<file path="config.mk">
export PLATFORM = sky130hd
export DESIGN_NAME = sram_ctrl_flat
export DESIGN_NICKNAME = d
export VERILOG_FILES = /design/src/rtl/sram_ctrl_if.sv /design/src/rtl/sram_ctrl.sv /design/src/flat_wrapper.sv
export SDC_FILE = /design/constraint.sdc
export NUM_CORES = 1
export LEC_CHECK = 0
export CORE_MARGIN = 4
export CORE_UTILIZATION = 43
export CTS_BUF_LIST = sky130_fd_sc_hd__clkbuf_16
export DETAILED_ROUTE_END_ITERATION = 6
export HOLD_SLACK_MARGIN = 0.02
export PLACE_DENSITY = 0.77
export SLEW_MARGIN = 20
export SYNTH_ARGS = -nofsm -noshare
export SYNTH_HDL_FRONTEND = slang
export SYNTH_SLANG_ARGS = --single-unit
</file>
<file path="constraint.sdc">
create_clock -name clk -period 2.9 [get_ports clk]
set_input_delay 0.29 -clock clk [delete_from_list [all_inputs] [get_ports clk]]
set_output_delay 0.29 -clock clk [all_outputs]
set_load 0.005 [all_outputs]
</file>
<file path="src/rtl/sram_ctrl_if.sv">
// sram_ctrl_if: bundles the MEM-stage request/response signals and the
// external asynchronous SRAM pins of the data-memory controller.
//
//   wr_en, rd_en      store / load request from the MEM stage
//   address           byte address (ALU result)
//   write_data        store data (Rm value)
//   read_data         assembled 32-bit load data
//   ready             1 = MEM stage may advance, 0 = freeze pipeline
//   sram_addr         SRAM half-word address
//   sram_dq_out       write data driven towards the SRAM
//   sram_dq_oe        enable for the external DQ tristate driver
//   sram_dq_in        DQ bus value sampled back from the SRAM
//   sram_we_n         SRAM write enable, active-low
//
// modport master: the environment (core MEM stage plus SRAM pads).
// modport slave : the controller itself.
interface sram_ctrl_if;
    logic        wr_en;
    logic        rd_en;
    logic [31:0] address;
    logic [31:0] write_data;
    logic [31:0] read_data;
    logic        ready;
    logic [17:0] sram_addr;
    logic [15:0] sram_dq_out;
    logic        sram_dq_oe;
    logic [15:0] sram_dq_in;
    logic        sram_we_n;

    modport master (
        output wr_en, rd_en, address, write_data, sram_dq_in,
        input  read_data, ready, sram_addr, sram_dq_out, sram_dq_oe, sram_we_n
    );

    modport slave (
        input  wr_en, rd_en, address, write_data, sram_dq_in,
        output read_data, ready, sram_addr, sram_dq_out, sram_dq_oe, sram_we_n
    );
endinterface

</file>
<file path="src/rtl/sram_ctrl.sv">
// sram_ctrl: data-memory controller below the MEM stage. A 32-bit load or
// store becomes two 16-bit accesses (low half, then high half) on an
// external asynchronous SRAM, each holding the bus for ACCESS_CYCLES clocks.
// ready stays low for the whole transaction and pulses high for one DONE
// cycle, during which the assembled read_data is valid.
//
// Ports:
//   clk   single clock, rising edge
//   rst   asynchronous active-low reset
//   bus   sram_ctrl_if.slave (request, response and SRAM pins)
//
// Parameters:
//   ACCESS_CYCLES  clocks per half-access, 2..15
//   MEM_BASE       byte address mapped to SRAM word 0
module sram_ctrl #(
    parameter int unsigned ACCESS_CYCLES = 2,
    parameter logic [31:0] MEM_BASE      = 32'd1024
) (
    input  logic       clk,
    input  logic       rst,
    sram_ctrl_if.slave bus
);

    localparam int unsigned   CW   = (ACCESS_CYCLES > 1) ? $clog2(ACCESS_CYCLES) : 1;
    localparam logic [CW-1:0] LAST = CW'(ACCESS_CYCLES - 1);

    typedef enum logic [1:0] {
        IDLE = 2'd0,
        LO   = 2'd1,
        HI   = 2'd2,
        DONE = 2'd3
    } state_t;

    state_t        state, state_d;
    logic [CW-1:0] cnt, cnt_d;

    logic          req;
    logic          last;
    logic [31:0]   offset;
    logic          unused_offset_bits;

    // captured transaction
    logic [16:0]   word_q;
    logic [31:0]   wdata_q;
    logic          is_write_q;

    // transaction view for the upcoming cycle (fresh inputs when leaving IDLE)
    logic [16:0]   word_sel;
    logic [31:0]   wdata_sel;
    logic          write_sel;

    // registered SRAM pins and their next values
    logic [17:0]   addr_q, addr_d;
    logic [15:0]   dq_q, dq_d;
    logic          oe_q, oe_d;
    logic          we_n_q, we_n_d;
    logic [31:0]   rd_q;
    logic          ready;

    assign req    = bus.wr_en | bus.rd_en;
    assign last   = (cnt == LAST);
    assign offset = bus.address - MEM_BASE;

    // byte-lane bits and address bits above the SRAM size carry no meaning
    assign unused_offset_bits = ^{offset[31:19], offset[1:0]};

    // ---------------------------------------------------------------
    // State register
    // ---------------------------------------------------------------
    always_ff @(posedge clk or negedge rst) begin
        if (!rst) begin
            state <= IDLE;
            cnt   <= '0;
        end else begin
            state <= state_d;
            cnt   <= cnt_d;
        end
    end

    // ---------------------------------------------------------------
    // Next-state logic
    // ---------------------------------------------------------------
    always_comb begin
        state_d = state;
        cnt_d   = cnt;
        unique case (state)
            IDLE: begin
                if (req) begin
                    state_d = LO;
                    cnt_d   = '0;
                end
            end
            LO: begin
                if (last) begin
                    state_d = HI;
                    cnt_d   = '0;
                end else begin
                    cnt_d = cnt + CW'(1);
                end
            end
            HI: begin
                if (last) begin
                    state_d = DONE;
                    cnt_d   = '0;
                end else begin
                    cnt_d = cnt + CW'(1);
                end
            end
            DONE: begin
                state_d = IDLE;
                cnt_d   = '0;
            end
            default: begin
                state_d = IDLE;
                cnt_d   = '0;
            end
        endcase
    end

    // ---------------------------------------------------------------
    // Output logic. The SRAM pins are registered, so their next values
    // are derived from the next state/count: this puts the address and
    // WE on the bus in the first LO cycle and lets WE rise one cycle
    // before the address moves.
    // ---------------------------------------------------------------
    always_comb begin
        ready     = (state == DONE) || ((state == IDLE) && !req);

        write_sel = (state == IDLE) ? bus.wr_en        : is_write_q;
        word_sel  = (state == IDLE) ? offset[18:2]     : word_q;
        wdata_sel = (state == IDLE) ? bus.write_data   : wdata_q;

        addr_d    = addr_q;
        dq_d      = dq_q;
        oe_d      = 1'b0;
        we_n_d    = 1'b1;

        if ((state_d == LO) || (state_d == HI)) begin
            addr_d = {word_sel, (state_d == HI)};
            if (write_sel) begin
                dq_d   = (state_d == HI) ? wdata_sel[31:16] : wdata_sel[15:0];
                oe_d   = 1'b1;
                we_n_d = (cnt_d == LAST);
            end
        end
    end

    // ---------------------------------------------------------------
    // Datapath registers: captured request, SRAM pins, load assembly
    // ---------------------------------------------------------------
    always_ff @(posedge clk or negedge rst) begin
        if (!rst) begin
            word_q     <= '0;
            wdata_q    <= '0;
            is_write_q <= 1'b0;
            addr_q     <= '0;
            dq_q       <= '0;
            oe_q       <= 1'b0;
            we_n_q     <= 1'b1;
            rd_q       <= '0;
        end else begin
            addr_q <= addr_d;
            dq_q   <= dq_d;
            oe_q   <= oe_d;
            we_n_q <= we_n_d;

            if ((state == IDLE) && req) begin
                word_q     <= offset[18:2];
                wdata_q    <= bus.write_data;
                is_write_q <= bus.wr_en;   // write wins when both are set
            end

            // sample at the end of the last cycle of each read phase
            if (!is_write_q && last) begin
                if (state == LO) begin
                    rd_q[15:0] <= bus.sram_dq_in;
                end else if (state == HI) begin
                    rd_q[31:16] <= bus.sram_dq_in;
                end
            end
        end
    end

    assign bus.ready       = ready;
    assign bus.read_data   = rd_q;
    assign bus.sram_addr   = addr_q;
    assign bus.sram_dq_out = dq_q;
    assign bus.sram_dq_oe  = oe_q;
    assign bus.sram_we_n   = we_n_q;

endmodule

</file>
<file path="src/flat_wrapper.sv">
// flat-port wrapper written by rule: the top's interface ports become plain ports
module sram_ctrl_flat 
#(
    parameter int unsigned ACCESS_CYCLES = 2,
    parameter logic [31:0] MEM_BASE      = 32'd1024
)
  (clk, rst, bus_wr_en, bus_rd_en, bus_address, bus_write_data, bus_sram_dq_in, bus_read_data, bus_ready, bus_sram_addr, bus_sram_dq_out, bus_sram_dq_oe, bus_sram_we_n);
  sram_ctrl_if bus_i ();
  input  logic clk;
  input  logic rst;
  input wire logic [$bits(bus_i.wr_en)-1:0] bus_wr_en;
  input wire logic [$bits(bus_i.rd_en)-1:0] bus_rd_en;
  input wire logic [$bits(bus_i.address)-1:0] bus_address;
  input wire logic [$bits(bus_i.write_data)-1:0] bus_write_data;
  input wire logic [$bits(bus_i.sram_dq_in)-1:0] bus_sram_dq_in;
  output wire logic [$bits(bus_i.read_data)-1:0] bus_read_data;
  output wire logic [$bits(bus_i.ready)-1:0] bus_ready;
  output wire logic [$bits(bus_i.sram_addr)-1:0] bus_sram_addr;
  output wire logic [$bits(bus_i.sram_dq_out)-1:0] bus_sram_dq_out;
  output wire logic [$bits(bus_i.sram_dq_oe)-1:0] bus_sram_dq_oe;
  output wire logic [$bits(bus_i.sram_we_n)-1:0] bus_sram_we_n;
  assign bus_i.wr_en = bus_wr_en;
  assign bus_i.rd_en = bus_rd_en;
  assign bus_i.address = bus_address;
  assign bus_i.write_data = bus_write_data;
  assign bus_i.sram_dq_in = bus_sram_dq_in;
  assign bus_read_data = bus_i.read_data;
  assign bus_ready = bus_i.ready;
  assign bus_sram_addr = bus_i.sram_addr;
  assign bus_sram_dq_out = bus_i.sram_dq_out;
  assign bus_sram_dq_oe = bus_i.sram_dq_oe;
  assign bus_sram_we_n = bus_i.sram_we_n;
  sram_ctrl #(.ACCESS_CYCLES(ACCESS_CYCLES), .MEM_BASE(MEM_BASE)) u_core (.clk(clk), .rst(rst), .bus(bus_i));
endmodule
</file>
==> results of run 1 <==
[final cells by class]
type                       instances  area [sq um]
clock buffer                      17         425.4
clock inverter                    13         77.57
fill                             961          4619
inverter                           7         26.28
multi-input combinational        220          2103
sequential                       121          3029
tap                              147         183.9
timing repair buffer             147          1496
[placed cells by master, fill, tap and decap left out, types with 2 or more instances in the layout]
master | netlist | final
clkinv_1 | 0 | 3
o21a_1 | 4 | 3
clkbuf_16 | 0 | 17
xnor2_1 | 4 | 4
a22o_1 | 3 | 3
nand2b_1 | 2 | 2
ha_1 | 7 | 6
nor2b_1 | 2 | 2
o21ai_0 | 25 | 25
buf_4 | 1 | 6
a21oi_1 | 3 | 3
clkdlybuf4s50_1 | 0 | 136
nand3_1 | 3 | 3
nor3b_1 | 4 | 4
mux2_2 | 89 | 89
or4_4 | 2 | 2
dfrtp_1 | 120 | 120
buf_12 | 0 | 4
nand2_1 | 23 | 23
o21ai_1 | 2 | 2
inv_1 | 7 | 14
nor2_1 | 7 | 7
mux4_2 | 16 | 16
nor3_1 | 2 | 2
clkinv_2 | 0 | 2
mux2i_1 | 11 | 11
[per-stage QoR]
stage	hold slack [ns]	total power [W]	cell area, sq um	cells
after global routing	0.5061	0.009719	7342	672
after CTS	0.4791	0.009201	7342	672
after global placement	0.3499	0.007177	6829	641
after floorplan	-0.005591	0.005541	5249	368
after detailed placement	0.3625	0.007355	6829	641
final	0.4714	0.009064	7342	672
[worst reg2reg max path, cell delays in order, from the launching register on]
cell     delay, ns
dfrtp_1       0.41
inv_1         0.12
ha_2          0.20
nor3b_1       0.46
nor2_1        0.11
o32a_1        0.22
inv_1         0.07
ha_1          0.19
buf_12        0.18
mux4_2        0.32
mux2_2        0.28
[report_power, final]
part / total [W] / leakage (nW) / switching, W / internal [W]
clock: 0.00179 / 0.273 / 0.000663 / 0.00113
sequential: 0.00305 / 1.43 / 0.000449 / 0.00260
combinational: 0.00422 / 1.36 / 0.00166 / 0.00257
[final timing paths]
check / cells past startpoint / end / slack (ns) / start
max: 10 / u_core.bus.sram_dq_out[15] / 0.24 / u_core.state[0]
min: 2 / u_core.bus.sram_addr[4] / 0.47 / rst
max reg2reg: 10 / u_core.bus.sram_dq_out[15] / 0.24 / u_core.state[0]
min reg2reg: 2 / u_core.word_q[11] / 0.48 / u_core.word_q[11]
max in group asynchronous: 3 / u_core.bus.sram_we_n / 1.61 / rst
min in group clk: 2 / u_core.word_q[11] / 0.48 / u_core.word_q[11]
[flip-flops by register name, indices dropped and copies added (netlist names)]
register and count:
u_core.bus.sram_we_n 1, u_core.wdata_q 32, u_core.bus.sram_dq_out 16, u_core.bus.sram_dq_oe 1, u_core.is_write_q 1, u_core.cnt 1, u_core.bus.read_data 32, u_core.word_q 17
u_core.state 2, u_core.bus.sram_addr 18
[routing by layer]
metal	GRT usage (%)	up-vias
li1	-	1618
met1	21.66	1722
met2	26.44	115
met3	5.789	7
met4	6.807	0
met5	0	-
[Yosys cell counts, types with 4 or more instances]
cell type and instances:
inv_1 7, nor3b_1 4, xnor2_1 4, nand2_1 23, o21ai_0 25, clkbuf_1 7
ha_1 7, buf_2 11, o21a_1 4, nor2_1 7, mux2_2 89, mux4_2 16
mux2i_1 11, dfrtp_1 120
[kinds of logic after synthesis]
logic type	Yosys count
AO/OA/AOI/OAI	41
XOR/XNOR	5
adder cells (fa/ha/maj)	7
buffers and inverters	27
flip-flops	121
multiplexers	116
AND/OR/NAND/NOR	51
==> results.toml, run 1 <==
[detailed_routing]
wire_per_inst_um = 16.71
drt-pass1-iter-count = 5
wirelength_um = 11230
wl_met3_um = 767
route.met2.wl_um = 5425
vias_per_cell = 5.152
dr.max_layer_used = "met4"
drtIter0Drc = 118
post-route-drc-count = 0
drt-met1-wl_um = 4958
vias = 3462
ant_nets = 0

[setup_path]
slowest_stage = "nor3b_1"
critPathBufInv = 3
path_cells = "inv_1 > ha_2 > nor3b_1 > nor2_1 > o32a_1 > inv_1 > ha_1 > buf_12 > mux4_2 > mux2_2"
cp_top_family = "multiplexers"
crit_required_ns = 3.19
worst_setup_path_start_kind = "flop"
cp_max_fo = 17
crit_path_max_incr_delay_ns = 0.46
cpMostUsedCell = "inv_1"
crit_arrival_ns = 2.95
critPathKind = "reg -> reg"
end_kind = "flop"

[clocking]
cts_root_buffer = "clkbuf_16"
cts_tree = "built"
ctsHoldBuffers = 1
htreeDepth = 4
cts_buffers = 17
cts_resized = 0
cts_sinks = 121
clk_path_buf_depth = 2
post_cts_buffers = 0
clk_pin_slew_ns = 0.05
clkLatencyLatePin_ns = 0.40

[die]
die_w_um = 118.5
initial_core_util_pct = 43.87
core_area_sq_um = 11960
fp-row-count = 40
fp.dieArea_sq_um = 14040
io_pins = 153
die_y_um = 118.5

[grt]
grt_max_degree = 73
antenna_found_initial = 0
grt_pass1_vias = 3783
grt-ovfl-total = 0
grt.total_usage_pct = 16.90
grt_pass1_wl_um = 18840

[timing]
tightest_slew_ns = 0.7361
finalHoldViolCount = 0
slew_violations = 0
fin_worst_skew_ns = 0.005295
finalCriticalPeriod_ns = 2.658
min_period_over_period_pct = 91.65
finalSetupViolations = 0
setup_ws_ns = 0.2422
timing.slew.headroom_pct = 50.81
max_freq_mhz = 376.2
setup-tns-final_ns = 0
rsz0062_at_grt = "false"

[synthesis]
synth_edf_count = 0
synth.area.mux_share_pct = 28.06
synth-compound-area-share_pct = 4.578
avgSynthCellArea_sq_um = 14.26
synth_top_family_by_area = "multiplexers"
synth_fa_ha_area_share_pct = 1.669
synth_area_sq_um = 5248
ys_seq_elements = 121
ys_warn_count = 0
netlist.area_leader.share_pct = 57.22
synth_area_leaders = "dfrtp_1, mux2_2, mux4_2"
postSynth.asyncResetShare_pct = 100.0
yosysUniqueCellTypes = 36
seq_area_frac_synth_pct = 57.73
synthXorXnorAreaFrac_pct = 0.8345
syn_inst = 368
synthSimpleGateAreaFrac_pct = 4.864
synth_top_area_cell = "dfrtp_1"
synth_nets = 459
synth_ff_type = "dfrtp_1"

[finish]
fin_nets = 605
layout-drive-gt1-share_pct = 27.24
n_antenna_cell = 0
post-route-util_pct = 61.38
area.growth.synth_to_final_pct = 39.91

[placement]
routabilityCongestion = 0.7634
hpwl_um = 7806
io_buffers = 137
dp_slack_ns = 0.1902

[pwr]
p_per_area_nw_per_um2 = 1234
p_leak_nw = 3.069
vdd_drop_max_mv = 0.5591

[status]
status = "finished, final reports clean"

[run]
maxCapViolCount = 0

[worst_hold_path]
worstHoldPathType = "in -> async"
Power figures use the tool's default switching activity.
==> run 2, diff against run 1 <==
--- a/config.mk
+++ b/config.mk
@@ -5,6 +5,7 @@
 export SDC_FILE = /design/constraint.sdc
 export NUM_CORES = 1
 export LEC_CHECK = 0
+export CORE_ASPECT_RATIO = 0.5
 export CORE_MARGIN = 4
 export CORE_UTILIZATION = 43
 export CTS_BUF_LIST = sky130_fd_sc_hd__clkbuf_16
==> run 2 against run 1 <==
Net effect:
- clock power rose by 21%
- sequential share of layout area decreased by 0.73 points
- routed wire length grew 1.1%
- via count rose by 1.1%
- hold slack improved by 0.0081 ns
- critical endpoint is now u_core.bus.sram_addr[0]
- die area grew 0.76%
- global-route usage decreased by 0.32 points
- register-to-register slack is essentially flat
- combinational power about the same
- non-clock buffer count shrank 1
- highest routed layer unchanged
==> results.toml, run 2 (synthesis gave the netlist of run 1 again) <==
[clocking]
cts_buffers = 17
cts_sinks = 121
clk_path_buf_depth = 2
cts_resized = 0
cts_tree = "built"
clk_pin_slew_ns = 0.05
htreeDepth = 4
cts_root_buffer = "clkbuf_16"
clkLatencyLatePin_ns = 0.40

[timing]
min_period_over_period_pct = 91.75
tightest_slew_ns = 0.7533
fin_hold_ws_ns = 0.4795
finalHoldViolCount = 0
fin_worst_skew_ns = 0.006897
timing.slew.headroom_pct = 49.66
max_freq_mhz = 375.8
setup_ws_ns = 0.2392
finalSetupViolations = 0
rsz0062_at_grt = "false"
slew_violations = 0
setup-tns-final_ns = 0
finalCriticalPeriod_ns = 2.661

[detailed_routing]
wl_met3_um = 508
dr.max_layer_used = "met4"
post-route-drc-count = 0
wirelength_um = 11350
vias = 3501
drt-met1-wl_um = 4975
drt-pass1-iter-count = 4
vias_per_cell = 5.067
wire_per_inst_um = 16.43
ant_nets = 0
drtIter0Drc = 240
route.met2.wl_um = 5685

[setup_path]
reg2reg_to = "u_core.bus.sram_addr[0]"
crit_path_max_incr_delay_ns = 0.45
critPathKind = "reg -> reg"
rr_worst_depth = 10
slowest_stage = "dfrtp_1"
cp_max_fo = 45
crit_arrival_ns = 2.95
end_kind = "flop"
path_cells = "inv_1 > ha_2 > buf_12 > nor2_1 > nor2_1 > o32a_1 > inv_1 > ha_1 > buf_4 > mux2_2"
cp-startpoint = "u_core.state[1]"
worst_setup_path_start_kind = "flop"
crit_required_ns = 3.19
rrSetupSlack_ns = 0.24
rr_startpoint = "u_core.state[1]"

[pwr]
p_per_area_nw_per_um2 = 1265
p_leak_nw = 3.090
vdd_drop_max_mv = 0.8909

[placement]
io_buffers = 137
placed_cell_area_sq_um = 6857
routabilityCongestion = 0.7397
dp_slack_ns = 0.2505
dp_cells = 658
hpwl_um = 7675

[finish]
final_cells = 691
layout-drive-gt1-share_pct = 28.71
final_design_area_no_fill_sq_um = 7475
n_antenna_cell = 0
layout_common_cells = "clkdlybuf4s50_1, dfrtp_1, mux2_2"
fin_nets = 604
area.growth.synth_to_final_pct = 42.44
layout_commonest_cell = "clkdlybuf4s50_1"

[grt]
grt_pass1_vias = 3561
antenna_found_initial = 0
grt_pass1_wl_um = 18210
grt_max_degree = 122
grt.total_usage_pct = 16.58
grt-ovfl-total = 0

[die]
core_area_sq_um = 11880
io_pins = 153
fp.dieArea_sq_um = 14140
die_w_um = 164.2
fp-row-count = 28
initial_core_util_pct = 44.18
die_y_um = 86.12

[status]
status = "finished, final reports clean"

[worst_hold_path]
min_to = "u_core.word_q[15]"
holdPathStages = 2
min_from = "u_core.word_q[15]"
worstHoldPathType = "reg -> reg"

[run]
maxCapViolCount = 0
[run 2: worst max-delay path, delay by kind of cell, from the launching register on]
family | cells | cell delay [ns]
buf+inv | 4 | 0.77
mux | 1 | 0.37
flops | 1 | 0.45
simple gates | 2 | 0.20
fa+ha+maj | 2 | 0.52
compound gates | 1 | 0.19
[run 2: stage by stage]
step           utilization, %  total power, W
2_1_floorplan               -        0.005541
3_3_place_gp            57.73        0.007210
3_5_place_dp            57.73        0.007355
4_1_cts                 62.94        0.009576
5_1_grt                 62.94         0.01008
6_report                62.94        0.009458
[run 2: layer usage]
layer | track usage, % | vias up
met5 | 0 | -
met2 | 27.52 | 78
li1 | - | 1622
met4 | 6.773 | 0
met1 | 21.02 | 1784
met3 | 4.129 | 17
[run 2: how the worst max path moves through the flow]
stage | endpoint | slack [ns]
finish | u_core.bus.sram_addr[0] | 0.24
CTS | u_core.bus.sram_addr[0] | 0.25
floorplan | u_core.bus.sram_dq_out[10] | 0.003
detailed placement | u_core.bus.sram_dq_out[8] | 0.25
global placement | u_core.bus.sram_dq_out[0] | 0.29
global route | u_core.bus.sram_addr[16] | 0.07
[run 2: cell type report]
| type | instances | area (sq um) |
|---|---|---|
| fillers | 919 | 4402 |
| inverters | 7 | 26.28 |
| multi-input cells | 220 | 2103 |
| repair buffers | 146 | 1501 |
| clock inverters | 15 | 182.7 |
| well taps | 165 | 206.4 |
| flip-flops and latches | 121 | 3029 |
| clock buffers | 17 | 425.4 |
[run 2: report_power, final]
| part | internal (W) | switching (W) | total, W | leakage [nW] |
|---|---|---|---|---|
| Sequential | 0.00260 | 0.000432 | 0.00303 | 1.43 |
| Clock | 0.00142 | 0.000751 | 0.00217 | 0.295 |
| Combinational | 0.00258 | 0.00167 | 0.00425 | 1.36 |
| Total | 0.00660 | 0.00285 | 0.00946 | 3.09 |
[run 2: what timing repair did]
item / CTS / global route
endpoints found under the hold margin: 42 / 0
hold buffers: 1 / 0
setup buffers: 0 / 0
==> run 3, diff against run 2 <==
--- a/config.mk
+++ b/config.mk
@@ -7,11 +7,13 @@
 export LEC_CHECK = 0
 export CORE_ASPECT_RATIO = 0.5
 export CORE_MARGIN = 4
-export CORE_UTILIZATION = 43
-export CTS_BUF_LIST = sky130_fd_sc_hd__clkbuf_16
+export CORE_UTILIZATION = 44
+export CTS_BUF_LIST = sky130_fd_sc_hd__clkbuf_4 sky130_fd_sc_hd__clkbuf_8
+export CTS_CLUSTER_DIAMETER = 100
+export CTS_CLUSTER_SIZE = 40
 export DETAILED_ROUTE_END_ITERATION = 6
 export HOLD_SLACK_MARGIN = 0.02
-export PLACE_DENSITY = 0.77
+export PLACE_DENSITY = 0.78
 export SLEW_MARGIN = 20
 export SYNTH_ARGS = -nofsm -noshare
 export SYNTH_HDL_FRONTEND = slang
==> run 3 against run 2 <==
Net effect:
- routed wire length down 2.3%
- final cell count down 0.14%
- count of clock-buffer cells in the layout unchanged
- worst setup slack better by 0.14 ns
- fmax up 5.4%
- die area down 2.1%
- register-to-register slack better by 0.15 ns
- hold slack worse by 0.16 ns
- combinational power down 0.9%
- non-clock buffer count up 5
- critical endpoint is now bus_ready
- largest power group unchanged
==> results.toml, run 3 (synthesis gave the netlist of run 1 again) <==
[grt]
grt.total_usage_pct = 17.30
top_usage_layer = "met2"
grt.met3_usage_pct = 4.318
grt_pass1_wl_um = 18820
grt-ovfl-total = 0
grt_max_degree = 39
grt_pass1_vias = 3725
met1_usage_pct = 22.44
antenna_found_initial = 0
met2_usage_pct = 28.84

[run]
maxCapViolCount = 0

[timing]
timing.slew.headroom_pct = 49.65
max_freq_mhz = 396.1
finalSetupViolations = 0
tightest_slew_ns = 0.7535
fin_hold_ws_ns = 0.3234
rsz0062_at_grt = "false"
setup-tns-final_ns = 0
min_period_over_period_pct = 87.06
finalHoldViolCount = 0
fin_worst_skew_ns = 0.01125
finalCriticalPeriod_ns = 2.525
slew_violations = 0

[die]
die_y_um = 85.22
io_pins = 153
fp-row-count = 27
initial_core_util_pct = 46.37
core_area_sq_um = 11320
die_w_um = 162.4
fp.dieArea_sq_um = 13840

[setup_path]
crit_required_ns = 2.61
slowest_stage = "clkdlybuf4s50_1"
crit_path_max_incr_delay_ns = 0.50
path_cells = "inv_1 > ha_2 > nor3b_1 > buf_4 > or2_2 > clkdlybuf4s50_1"
end_kind = "output port"
crit_arrival_ns = 2.23
worst_setup_path_start_kind = "flop"
critPathKind = "reg -> out"
cp_max_fo = 4

[detailed_routing]
ant_nets = 0
post-route-drc-count = 0
vias = 3436
wire_per_inst_um = 16.07
vias_per_cell = 4.980
drt-pass1-iter-count = 4
drtIter0Drc = 180
wirelength_um = 11090

[clocking]
cts_root_buffer = "clkbuf_8"
cts_tree = "built"
clkLatencyLatePin_ns = 0.43
cts_buffers = 17
cts_sinks = 121
clk_path_buf_depth = 2
htreeDepth = 4
cts_resized = 0
clk_pin_slew_ns = 0.08

[pwr]
p_leak_nw = 2.982
vdd_drop_max_mv = 0.4804
p_per_area_nw_per_um2 = 1193

[placement]
routabilityCongestion = 0.7491
hpwl_um = 7947
io_buffers = 137

[status]
status = "finished, final reports clean"

[worst_hold_path]
worstHoldPathType = "in -> async"

[finish]
n_antenna_cell = 0
layout_common_cells = "clkdlybuf4s50_1, dfrtp_1, mux2_2"
layout-drive-gt1-share_pct = 29.94
fin_nets = 609
area.growth.synth_to_final_pct = 38.17
layout_commonest_cell = "clkdlybuf4s50_1"
-- run 3: cell count changes in the layout (fill, tap and decap cells not counted), sizes merged --
| cell | previous run | this run |
|---|---|---|
| buf | 9 | 14 |
| bufinv | 4 | 1 |
| clkinvlp | 3 | 6 |
| clkinv | 6 | 4 |
| inv | 9 | 11 |
-- run 3: layout make-up --
cell class                      count  area (sq um)
Fill cell                         859          4066
Sequential cell                   121          3029
Multi-Input combinational cell    220          2103
Timing Repair Buffer              151          1514
Clock buffer                       17         234.0
Tap cell                          159         198.9
Clock inverter                     15         145.1
Inverter                            7         26.28
-- run 3: critical path: cells and delay by family (launching register included) --
kind | cells | cell delay [ns]
buffers and inverters | 3 | 0.81
adder cells (fa/ha/maj) | 1 | 0.19
AND/OR/NAND/NOR | 2 | 0.38
flip-flops | 1 | 0.42
-- run 3: routing by layer --
layer | up-vias | routed length, um | share of wire [%]
li1 | 1635 | - | -
met1 | 1707 | 5013 | 45
met2 | 82 | 5431 | 49
met3 | 12 | 505 | 4.6
met4 | 0 | 139 | 1.3
met5 | - | 0 | 0
-- run 3: power by group --
part	internal [W]	switching [W]	leakage, nW
combinational	0.00257	0.00164	1.38
sequential	0.00259	0.000427	1.43
clock	0.000690	0.000735	0.172
total	0.00585	0.00280	2.98
-- run 3: final timing paths --
check / slack (ns) / cells past startpoint / start / end
min reg2reg: 0.48 / 2 / u_core.word_q[15] / u_core.word_q[15]
min: 0.32 / 2 / rst / u_core.bus.sram_addr[12]
min in group clk: 0.48 / 2 / u_core.word_q[15] / u_core.word_q[15]
max reg2reg: 0.39 / 10 / u_core.state[0] / u_core.bus.sram_dq_out[13]
max in group asynchronous: 1.87 / 3 / rst / u_core.bus.read_data[2]
max: 0.38 / 6 / u_core.state[0] / bus_ready
-- run 3: repair_timing --
item | in CTS | in global routing
setup buffers | 0 | 0
hold buffers | 1 | 0
endpoints found under the hold margin | 23 | 0
-- run 3: metrics by stage --
step	area (sq um)	setup slack, ns	utilization [%]	power, W	std cells
after floorplan	5249	0.003208	-	0.005541	368
after global placement	6862	0.3901	60.63	0.007193	657
after detailed placement	6862	0.2963	60.63	0.007343	657
after CTS	7251	0.3297	64.07	0.008782	690
after global routing	7251	0.1972	64.07	0.009309	690
final	7251	0.3752	64.07	0.008649	690
